<file path="src/rtl/jtpopeye_rom_arb_pkg.sv">
// Shared definitions for the ROM read arbiter.
//   st_e    : arbiter FSM encoding (ST_IDLE, ST_WAIT)
//   DEF_AW  : default SDRAM word address width
//   DEF_DW  : default SDRAM data width
package jtpopeye_rom_arb_pkg;

    typedef enum logic {
        ST_IDLE = 1'b0,   // no read outstanding, looking for a miss to serve
        ST_WAIT = 1'b1    // one read outstanding, waiting for sdram_rdy
    } st_e;

    localparam int DEF_AW = 22;
    localparam int DEF_DW = 32;

endpackage

</file>
<file path="src/rtl/jtpopeye_rom_slot.sv">
// One-word read cache entry for a single arbiter channel.
//   clk, rst  : clock, synchronous active-high reset (clears valid, tag, data)
//   flush     : drop the cached word (valid <= 0); tag and data are kept
//   fill      : load {fill_addr, fill_data} and mark the entry valid
//   addr      : channel's current word address, compared against the tag
//   hit       : entry valid and tag equals addr
//   data      : cached word, always visible regardless of hit
module jtpopeye_rom_slot
    import jtpopeye_rom_arb_pkg::*;
#(
    parameter int AW = DEF_AW,
    parameter int DW = DEF_DW
)(
    input  logic          clk,
    input  logic          rst,
    input  logic          flush,
    input  logic          fill,
    input  logic [AW-1:0] fill_addr,
    input  logic [DW-1:0] fill_data,
    input  logic [AW-1:0] addr,
    output logic          hit,
    output logic [DW-1:0] data
);

    logic          valid;
    logic [AW-1:0] tag;

    // Flush outranks fill so a download can never leave a stale word valid.
    always_ff @(posedge clk) begin
        if (rst) begin
            valid <= 1'b0;
            tag   <= '0;
            data  <= '0;
        end else if (flush) begin
            valid <= 1'b0;
        end else if (fill) begin
            valid <= 1'b1;
            tag   <= fill_addr;
            data  <= fill_data;
        end
    end

    assign hit = valid && (tag == addr);

endmodule

</file>
<file path="src/rtl/jtpopeye_rom_arb.sv">
// SDRAM read arbiter with a one-word cache per channel.
//   clk, rst     : 20 MHz clock, synchronous active-high reset
//   downloading  : ROM download in progress; FSM forced idle, caches flushed
//   ch_cs        : per-channel read request (level)
//   ch_addr      : per-channel word address, channel k at [k*AW +: AW]
//   ch_dout      : per-channel cached word, channel k at [k*DW +: DW]
//   ch_ok        : ch_dout is valid for the channel's current address
//   sdram_re     : request strobe, each edge (either direction) is one read
//   sdram_addr   : address of the outstanding read, stable while waiting
//   sdram_rdy    : one-cycle pulse, data_read holds the requested word
//   data_read    : SDRAM read data
//   state        : current FSM state (observation only)
//
// Request handshake: a read is issued by toggling sdram_re with sdram_addr
// already set; the controller answers with a single sdram_rdy pulse. Only one
// read is outstanding at a time. If no answer arrives within TIMEOUT+1 cycles
// the same read is re-issued with another toggle. A sdram_rdy pulse while no
// read is outstanding carries no meaning and is ignored.
module jtpopeye_rom_arb
    import jtpopeye_rom_arb_pkg::*;
#(
    parameter int CHANNELS = 4,
    parameter int AW       = DEF_AW,
    parameter int DW       = DEF_DW,
    parameter bit PRIO0    = 1'b1,
    parameter int TIMEOUT  = 63
)(
    input  logic                   clk,
    input  logic                   rst,
    input  logic                   downloading,
    input  logic [CHANNELS-1:0]    ch_cs,
    input  logic [CHANNELS*AW-1:0] ch_addr,
    output logic [CHANNELS*DW-1:0] ch_dout,
    output logic [CHANNELS-1:0]    ch_ok,
    output logic                   sdram_re,
    output logic [AW-1:0]          sdram_addr,
    input  logic                   sdram_rdy,
    input  logic [DW-1:0]          data_read,
    output st_e                    state
);

    localparam int GW = $clog2(CHANNELS);
    localparam int TW = $clog2(TIMEOUT + 1);
    localparam logic [TW-1:0] TMO_LOAD = TW'(TIMEOUT);

    logic [AW-1:0]       addr_a [CHANNELS];
    logic [CHANNELS-1:0] hit;
    logic [CHANNELS-1:0] need;
    logic [CHANNELS-1:0] fill;
    logic [GW-1:0]       gsel;
    logic [GW-1:0]       rr;
    logic [GW-1:0]       gnt;
    logic                gnt_ok;
    logic                gnt_rr;   // grant came from the round-robin search
    logic [TW-1:0]       timer;
    int                  idx;

    // A fill is only honoured while a read is outstanding; downloading masks it.
    for (genvar k = 0; k < CHANNELS; k++) begin : g_slot
        assign addr_a[k] = ch_addr[k*AW +: AW];
        assign fill[k]   = (state == ST_WAIT) && sdram_rdy && !downloading
                           && (gsel == GW'(k));

        jtpopeye_rom_slot #(
            .AW (AW),
            .DW (DW)
        ) u_slot (
            .clk       (clk),
            .rst       (rst),
            .flush     (downloading),
            .fill      (fill[k]),
            .fill_addr (sdram_addr),
            .fill_data (data_read),
            .addr      (addr_a[k]),
            .hit       (hit[k]),
            .data      (ch_dout[k*DW +: DW])
        );

        assign ch_ok[k] = ch_cs[k] & hit[k];
    end

    assign need = ch_cs & ~hit;

    // Arbitration: ch0 may have absolute priority; otherwise search starts one
    // past the last round-robin winner and wraps, so the nearest miss wins.
    always_comb begin
        gnt_ok = 1'b0;
        gnt_rr = 1'b0;
        gnt    = '0;
        idx    = 0;
        if (PRIO0 && need[0]) begin
            gnt_ok = 1'b1;
        end else begin
            for (int i = 1; i <= CHANNELS; i++) begin
                idx = (int'(rr) + i) % CHANNELS;
                if (!gnt_ok && need[idx]) begin
                    gnt_ok = 1'b1;
                    gnt_rr = 1'b1;
                    gnt    = GW'(idx);
                end
            end
        end
    end

    always_ff @(posedge clk) begin
        if (rst) begin
            state      <= ST_IDLE;
            sdram_re   <= 1'b0;
            sdram_addr <= '0;
            gsel       <= '0;
            rr         <= '0;
            timer      <= '0;
        end else if (downloading) begin
            // Any outstanding read is abandoned; sdram_re keeps its level so
            // no spurious request edge is produced.
            state <= ST_IDLE;
        end else begin
            case (state)
                ST_IDLE: begin
                    if (gnt_ok) begin
                        sdram_addr <= addr_a[gnt];
                        gsel       <= gnt;
                        sdram_re   <= ~sdram_re;
                        timer      <= TMO_LOAD;
                        state      <= ST_WAIT;
                        if (gnt_rr) rr <= gnt;
                    end
                end
                ST_WAIT: begin
                    // A reply on the expiry cycle still completes the read.
                    if (sdram_rdy) begin
                        state <= ST_IDLE;
                    end else if (timer == '0) begin
                        sdram_re <= ~sdram_re;
                        timer    <= TMO_LOAD;
                    end else begin
                        timer <= timer - 1'b1;
                    end
                end
                default: state <= ST_IDLE;
            endcase
        end
    end

endmodule

</file>
<file path="config.mk">
export PLATFORM = sky130hd
export DESIGN_NAME = jtpopeye_rom_arb
export DESIGN_NICKNAME = d
export VERILOG_FILES = /design/src/rtl/jtpopeye_rom_arb_pkg.sv /design/src/rtl/jtpopeye_rom_slot.sv /design/src/rtl/jtpopeye_rom_arb.sv
export SDC_FILE = /design/constraint.sdc
export NUM_CORES = 1
export LEC_CHECK = 0
export CORE_MARGIN = 4
export CORE_UTILIZATION = 49
export DETAILED_ROUTE_END_ITERATION = 10
export PLACE_DENSITY = 0.84
export SYNTH_ARGS = -nofsm -noshare
export SYNTH_HDL_FRONTEND = slang
export SYNTH_HIERARCHICAL = 1
export SYNTH_SLANG_ARGS = --single-unit
</file>
<file path="constraint.sdc">
create_clock -name clk -period 3.9 [get_ports clk]
set_input_delay 0.975 -clock clk [delete_from_list [all_inputs] [get_ports clk]]
set_output_delay 0.975 -clock clk [all_outputs]
set_load 0.02 [all_outputs]
</file>
==> results of run 1 <==
==> worst min-delay path by stage <==
stage                              startpoint                   endpoint  slack [ns]  depth (start not counted)
global route         g_slot[2].u_slot/data[3]   g_slot[2].u_slot/data[3]        0.47                          2
CTS                 g_slot[1].u_slot/data[23]  g_slot[1].u_slot/data[23]        0.45                          2
floorplan            g_slot[0].u_slot/tag[11]   g_slot[0].u_slot/tag[11]        0.45                          2
detailed placement  g_slot[1].u_slot/data[23]  g_slot[1].u_slot/data[23]        0.45                          2
finish              g_slot[1].u_slot/data[17]  g_slot[1].u_slot/data[17]        0.45                          2
global placement    g_slot[0].u_slot/data[11]  g_slot[0].u_slot/data[11]        0.44                          2
==> tightest hold or removal path: stages, from the launching register on <==
cell	delay (ns)
sky130_fd_sc_hd__dfxtp_1	0.31
sky130_fd_sc_hd__nand2_1	0.05
sky130_fd_sc_hd__a21oi_1	0.05
==> cell usage after synthesis (all sizes together) <==
cell	n
a211oi	3
nand2b	9
xnor2	28
o311ai	1
nand4	13
or3	2
o211ai	1
o41a	1
nand2	461
buf	64
clkbuf	25
and2b	2
nor2	16
and2	5
dfxtp	254
o21a	2
nand3	48
o2111ai	22
mux2i	22
ha	1
nor4	13
a311oi	2
o41ai	1
nor3	16
inv	2
and3b	1
o21ai	6
nor3b	1
a21o	1
o31ai	1
nor2b	4
xor2	62
a21oi	225
and4bb	1
o311a	1
and3	1
==> repair_timing <==
| action | CTS | global route |
|---|---|---|
| pin swaps | 0 | 3 |
| endpoints found under the hold margin | 0 | 0 |
| gates cloned | 0 | 0 |
| endpoints found under the setup margin | 4 | 3 |
| gates resized for setup | 10 | 5 |
==> cell type report <==
cell class	count	area share, %
Inverter	2	0.05067
Tap cell	275	2.322
Clock inverter	11	1.503
Timing Repair Buffer	320	21.86
Multi-Input combinational cell	973	34.46
Clock buffer	39	5.481
Sequential cell	254	34.32
==> metal layers <==
metal	share of wire, %	global-route usage, %	vias up
li1	-	-	4914
met3	11	8.322	147
met5	0.16	0	-
met1	38	34.59	4955
met2	46	47.63	634
met4	4.7	11.57	10
==> power by group through the flow <==
stage	combinational (mW)	clock [mW]	sequential [mW]
after global routing	0.577	3.05	2.69
final	0.551	2.92	2.69
after detailed placement	0.534	0	2.74
after floorplan	0.197	0	2.76
after global placement	0.529	0	2.74
after CTS	0.542	2.95	2.68
==> cells by family (layout without fill, tap and decap cells) <==
kind of cell	Yosys count	in the layout	synth area share [%]
AOI/OAI and AO/OA	267	267	13.73
muxes	22	22	2.047
buffers and inverters	91	372	6.107
and+or+nand+nor	593	593	23.40
xor gates and xnor gates	90	90	7.328
adders and majority gates	1	1	0.1163
DFF	254	254	47.27
==> metrics by stage <==
stage / cell area, sq um / setup WS (ns) / instances
2_1_floorplan: 10760 / 1.046 / 1318
3_3_place_gp: 13750 / -0.3392 / 1824
3_5_place_dp: 13750 / -0.3365 / 1824
4_1_cts: 14820 / 0.01324 / 1874
5_1_grt: 14820 / 0.008805 / 1874
6_report: 14820 / 0.03402 / 1874
==> layout by cell type (no fill, tap or decap), drive strengths merged, types with 3 or more instances in the layout <==
cell	Yosys	layout
bufinv	0	6
nand3	48	48
nand4	13	13
nor2	16	16
nand2b	9	9
nor4	13	13
buf	64	38
a211oi	3	3
inv	2	3
o2111ai	22	22
nor2b	4	4
clkdlybuf4s50	0	278
and2	5	5
o21ai	6	6
a21oi	225	225
nand2	461	461
clkinv	0	4
dfxtp	254	254
clkbuf	25	41
nor3	16	16
xnor2	28	28
mux2i	22	22
xor2	62	62
==> sequential cells by signal, indices dropped and copies added (netlist names) <==
name                 count
g_slot.u_slot/data     128
g_slot.u_slot/valid      4
sdram_addr              22
state                    1
rr                       2
sdram_re                 1
g_slot.u_slot/tag       88
gsel                     2
timer                    6
==> out/qor.yml, run 1 <==
h_tree_lvl_count: 1
clock_skew_ns: 0.02819
floorplan.die_area_sq_mm: 0.02439
p_comb_share_pct: 8.9
timing.critical_path.slowest_stage_cell: "sky130_fd_sc_hd__clkdlybuf4s50_1"
maximum_number_of_pins_on_one_net_before_global_route_repair: 151
cts_tree: "done"
drc: 0
synth.lib_cells_used.distinct: 43
worstSetupEndpointType: "output port"
hold_ws_ns: 0.4526
required_ns: 2.92
syn_nets: 1447
power.switching_fraction_pct: 23.07
timing.fmax_ghz: 0.2587
p_total_mw: 6.160
global_route_wire_length_before_repair_mm: 56.03
io_pins: 284
most_area_hungry_cell_type_in_the_yosys_netlist: "sky130_fd_sc_hd__dfxtp_1"
path_buf_inv: 3
fin_tns_setup_ns: 0
holdBufCountCts: 0
place.gp.congestion: 0.9269
post_route_cells_drive_above_1_share_pct: 7.067
vias: 10660
placementRows: 53
synth_largest_type_area_fraction_pct: 47.27
max_cap_violations: 0
first_global_vias: 10440
worst_pin_slew_ns: 0.6732
area_overhead_of_the_layout_relative_to_synthesis_pct: 37.73
dieWidth_microns: 156.2
setup_viol: 0
worstPathMaxFanout: 2
final_util_pct: 69.60
rr_worst_depth: 11
wirelength_mm: 36.59
max-slew-margin-rel_pct: 55.12
ir_drop_mv: 0.3509
ctsLongestPathBuffers: 3
globalRouteTotalUtil_pct: 28.51
cpLargestDelayFamily: "simple AND/OR/NAND/NOR gates"
p_int_mw: 4.739
antenna_found_initial: 5
yosys-top-cells-area: "sky130_fd_sc_hd__dfxtp_1 47%, sky130_fd_sc_hd__nand2_1 16%, sky130_fd_sc_hd__a21oi_1 10%, sky130_fd_sc_hd__xor2_1 5.0%, sky130_fd_sc_hd__buf_6 2.7%"
multi_input_area_sq_mm: 0.005106
pwr-share-clk_pct: 47.5
clock-sinks: 254
cts_inserted_buffers: 28
post-route-min-period_ns: 3.866
critPathLaunch: "ch_addr[38]"
post-route-period-util_pct: 99.13
detailed_place_hpwl_mm: 25.24
avgSynthCellArea_sq_um: 8.161
filler_cell_count: 1616
worst-endpoint-arrival_ns: 2.89
cp-start-kind: "primary input"
drt-initial-drc-count: 994
reg2reg_from: "g_slot[1].u_slot/tag[16]"
area.sequential_sq_mm: 0.005085
die_height_microns: 156.2
setup.reg_to_reg.worst_slack_ns: 0.90
critical-path-max-stage-delay_ns: 0.43
worstSkewPairLatency_ns: 0.55
placement.io_buffers: 283
grt_remaining_overflow: 0
route.detailed.vias_per_inst: 5.688
n_antenna_cell: 0
grt_setup_unrepaired: "no"
ys_ff_latch: 254
coreArea_sq_mm: 0.02129
critical_path.cell_chain: "clkdlybuf4s50_1 -> xor2_1 -> nor4_2 -> buf_4 -> nand4_1 -> nor3_2 -> and2_1 -> clkbuf_2"
sequentialPowerShare_pct: 43.6
worst_hold_class: "reg2reg"
clockRootBuffer: "sky130_fd_sc_hd__clkbuf_16"
wl_per_cell_microns: 19.53
endpoint: "ch_ok[1]"
final-hold-violation-count: 0
ant_nets: 0
synth-warning-count: 6
worst-path-stages: 8
synthesis.instances: 1318
status: "finished clean"
post_synth_instance_area_sq_mm: 0.01076
path_class: "in2out"
seq_area_frac_synth_pct: 47.27
path_clk_slew_ns: 0.06
drv_slew: 0
total_leakage_power_nw: 5.169
starting_density_of_the_core_pct: 50.53
nNetsFinal: 1708
drt_first_pass_iters: 6
power.density_mw_per_mm2: 415.8
p_switching_mw: 1.421
rr_endpoint: "sdram_addr[20]"
post_cts_buffers: 0
(Power assumes the default switching activity.)
==> run 2: changes to the inputs <==
MAX_ROUTING_LAYER = met4   (was unset)
==> run 2 against run 1 <==
Effect of this change:
- first-iteration DRC count decreased by 5.1%
- highest routed layer is now met4
- core utilization decreased by 0.71 points
- largest cell class unchanged
- sequential cell count unchanged
- count of clock-buffer cells in the layout increased by 3
- clock power decreased by 9.9%
- fmax increased by 1.3%
- critical endpoint unchanged
- largest power group is now sequential cells
- global-route usage increased by 1.3 points
- die area unchanged
==> out/qor.yml, run 2 (synthesis gave the netlist of run 1 again) <==
max-slew-margin-rel_pct: 51.54  # was 55.12%
post-route-period-util_pct: 97.84  # was 99.13%
clockRootBuffer: "sky130_fd_sc_hd__clkbuf_16"  # unchanged
place.gp.congestion: 0.9218  # was 0.9269
grt_remaining_overflow: 0  # unchanged
worstPathMaxFanout: 2  # unchanged
reg2reg_from: "g_slot[1].u_slot/tag[20]"  # was g_slot[1].u_slot/tag[16]
starting_density_of_the_core_pct: 50.53  # unchanged
h_tree_lvl_count: 1  # unchanged
globalRouteTotalUtil_pct: 29.77  # was 28.51%
maximum_number_of_pins_on_one_net_before_global_route_repair: 166  # was 151
instances_no_fill: 1869  # was 1874
wl_per_cell_microns: 19.57  # was 19.53 microns
worst_pin_slew_ns: 0.7269  # was 0.6732 ns
p_total_mw: 5.863  # was 6.160 mW
ant_nets: 0  # unchanged
placement.io_buffers: 283  # unchanged
post-route-min-period_ns: 3.816  # was 3.866 ns
drc: 0  # unchanged
area_overhead_of_the_layout_relative_to_synthesis_pct: 36.33  # was 37.73%
worst_hold_class: "reg2reg"  # unchanged
placementRows: 53  # unchanged
cp_common_cell: "sky130_fd_sc_hd__buf_4"
max_cap_violations: 0  # unchanged
path_clk_slew_ns: 0.06  # about the same
ctsLongestPathBuffers: 3  # unchanged
coreArea_sq_mm: 0.02129  # unchanged
largest-register: "g_slot.u_slot/data"  # unchanged
most-common-layout-cells: "461 x sky130_fd_sc_hd__nand2_1, 277 x sky130_fd_sc_hd__clkdlybuf4s50_1, 254 x sky130_fd_sc_hd__dfxtp_1"  # was 461 x sky130_fd_sc_hd__nand2_1, 278 x sky130_fd_sc_hd__clkdlybuf4s50_1, 254 x sky130_fd_sc_hd__dfxtp_1
power.density_mw_per_mm2: 399.8  # was 415.8 mW/mm^2
filler_cell_count: 1645  # was 1616
io_pins: 284  # unchanged
min_from: "g_slot[1].u_slot/data[23]"  # was g_slot[1].u_slot/data[17]
critPathLaunch: "ch_addr[33]"  # was ch_addr[38]
total_leakage_power_nw: 5.112  # was 5.169 nW
worstSetupEndpointType: "output port"  # unchanged
detailed_place_hpwl_mm: 25.39  # was 25.24 mm
critical_path.cell_chain: "clkdlybuf4s50_1 -> xor2_1 -> nor4_2 -> buf_4 -> nand4_1 -> nor3_2 -> and2_1 -> buf_4"  # was clkdlybuf4s50_1 -> xor2_1 -> nor4_2 -> buf_4 -> nand4_1 -> nor3_2 -> and2_1 -> clkbuf_2
cts_inserted_buffers: 27  # was 28
global_route_wire_length_before_repair_mm: 56.65  # was 56.03 mm
mostFrequentLayoutCell: "sky130_fd_sc_hd__nand2_1"  # unchanged
antenna_found_initial: 2  # was 5
final-hold-violation-count: 0  # unchanged
dieWidth_microns: 156.2  # unchanged
setup_viol: 0  # unchanged
timing.fmax_ghz: 0.2621  # was 0.2587 GHz
clock-sinks: 254  # unchanged
vias: 10560  # was 10660
cts_tree: "done"  # unchanged
reg_top3: "g_slot.u_slot/data (128), g_slot.u_slot/tag (88), sdram_addr (22)"  # unchanged
post_cts_buffers: 0  # unchanged
path_class: "in2out"  # unchanged
number_of_flip_flops_under_the_largest_register_name: 128  # unchanged
nNetsFinal: 1702  # was 1708
worst-endpoint-arrival_ns: 2.84  # was 2.89 ns
setup.reg_to_reg.worst_slack_ns: 0.92  # was 0.90 ns
critical-path-max-stage-delay_ns: 0.43  # about the same
holdBufCountCts: 0  # unchanged
grt_setup_unrepaired: "no"  # unchanged
die_height_microns: 156.2  # unchanged
floorplan.die_area_sq_mm: 0.02439  # unchanged
route.detailed.vias_per_inst: 5.648  # was 5.688
timing.critical_path.slowest_stage_cell: "sky130_fd_sc_hd__clkdlybuf4s50_1"  # unchanged
worstSkewPairLatency_ns: 0.52  # was 0.55 ns
ir_drop_mv: 0.4279  # was 0.3509 mV
drt_first_pass_iters: 5  # was 6
clock_skew_ns: 0.01001  # was 0.02819 ns
dp_cells: 1819  # was 1824
cp-start-kind: "primary input"  # unchanged
wirelength_mm: 36.58  # was 36.59 mm
status: "finished clean"  # unchanged
drv_slew: 0  # unchanged
required_ns: 2.92  # about the same
drt-initial-drc-count: 943  # was 994
post_route_cells_drive_above_1_share_pct: 6.658  # was 7.067%
first_global_vias: 10580  # was 10440
[run 2: cell count changes in the layout (fill, tap and decap cells not counted), sizes merged]
cell / before / now
buf: 38 / 34
bufinv: 6 / 2
clkbuf: 41 / 44
clkdlybuf4s15: 1 / 0
clkdlybuf4s50: 278 / 277
diode: 0 / 2
dlymetal6s2s: 0 / 1
inv: 3 / 2
[run 2: routing by layer]
metal	GRT usage, %	up-vias	wire, microns
met3	8.211	101	4031
met4	10.74	0	1332
met5	-	-	0
met1	35.12	4980	14020
li1	-	4901	-
met2	48.86	575	17200
[run 2: metrics by stage]
step                utilization, %  setup slack, ns  hold WS, ns  area [sq um]  setup TNS [ns]
global placement             64.44          -0.4511       0.4407         13720          -2.510
floorplan                        -            1.046       0.4481         10760               0
detailed placement           64.44          -0.4416       0.4455         13720          -3.050
finish                       68.89          0.08420       0.4524         14660               0
CTS                          68.82         0.008765       0.4534         14650               0
global route                 68.89          0.01741       0.4713         14660               0
[run 2: worst max-delay path, delay by kind of cell]
| family | cells | cell delay (ns) |
|---|---|---|
| buffers and inverters | 3 | 0.75 |
| AND/OR/NAND/NOR | 4 | 0.95 |
| XOR/XNOR | 1 | 0.16 |
[run 2: worst paths after layout]
kind	end	depth (start not counted)
setup reg to reg	sdram_addr[13]	11
hold reg to reg	g_slot[1].u_slot/data[23]	2
hold / removal	g_slot[1].u_slot/data[23]	2
setup / recovery	ch_ok[1]	8
[run 2: where the power goes]
part	internal [mW]	switching, mW	leakage [nW]
Combinational	0.261	0.289	2.60
Clock	1.60	1.02	0.460
Sequential	2.63	0.0551	2.05
Total	4.50	1.37	5.11
[run 2: timing repair]
action | 4_1_cts | 5_1_grt
pin swaps | 2 | 4
setup endpoints to repair | 4 | 3
resized for setup | 10 | 8
[run 2: cell type report]
type / instances / area, sq um / area share (%)
repair buffers: 315 / 3201 / 21.83
diodes: 2 / 5.005 / 0.03413
clock inverters: 6 / 80.08 / 0.5461
flip-flops and latches: 254 / 5085 / 34.68
well taps: 275 / 344.1 / 2.346
clock buffers: 42 / 842.1 / 5.742
multi-input cells: 973 / 5100 / 34.78
inverters: 2 / 7.507 / 0.05119
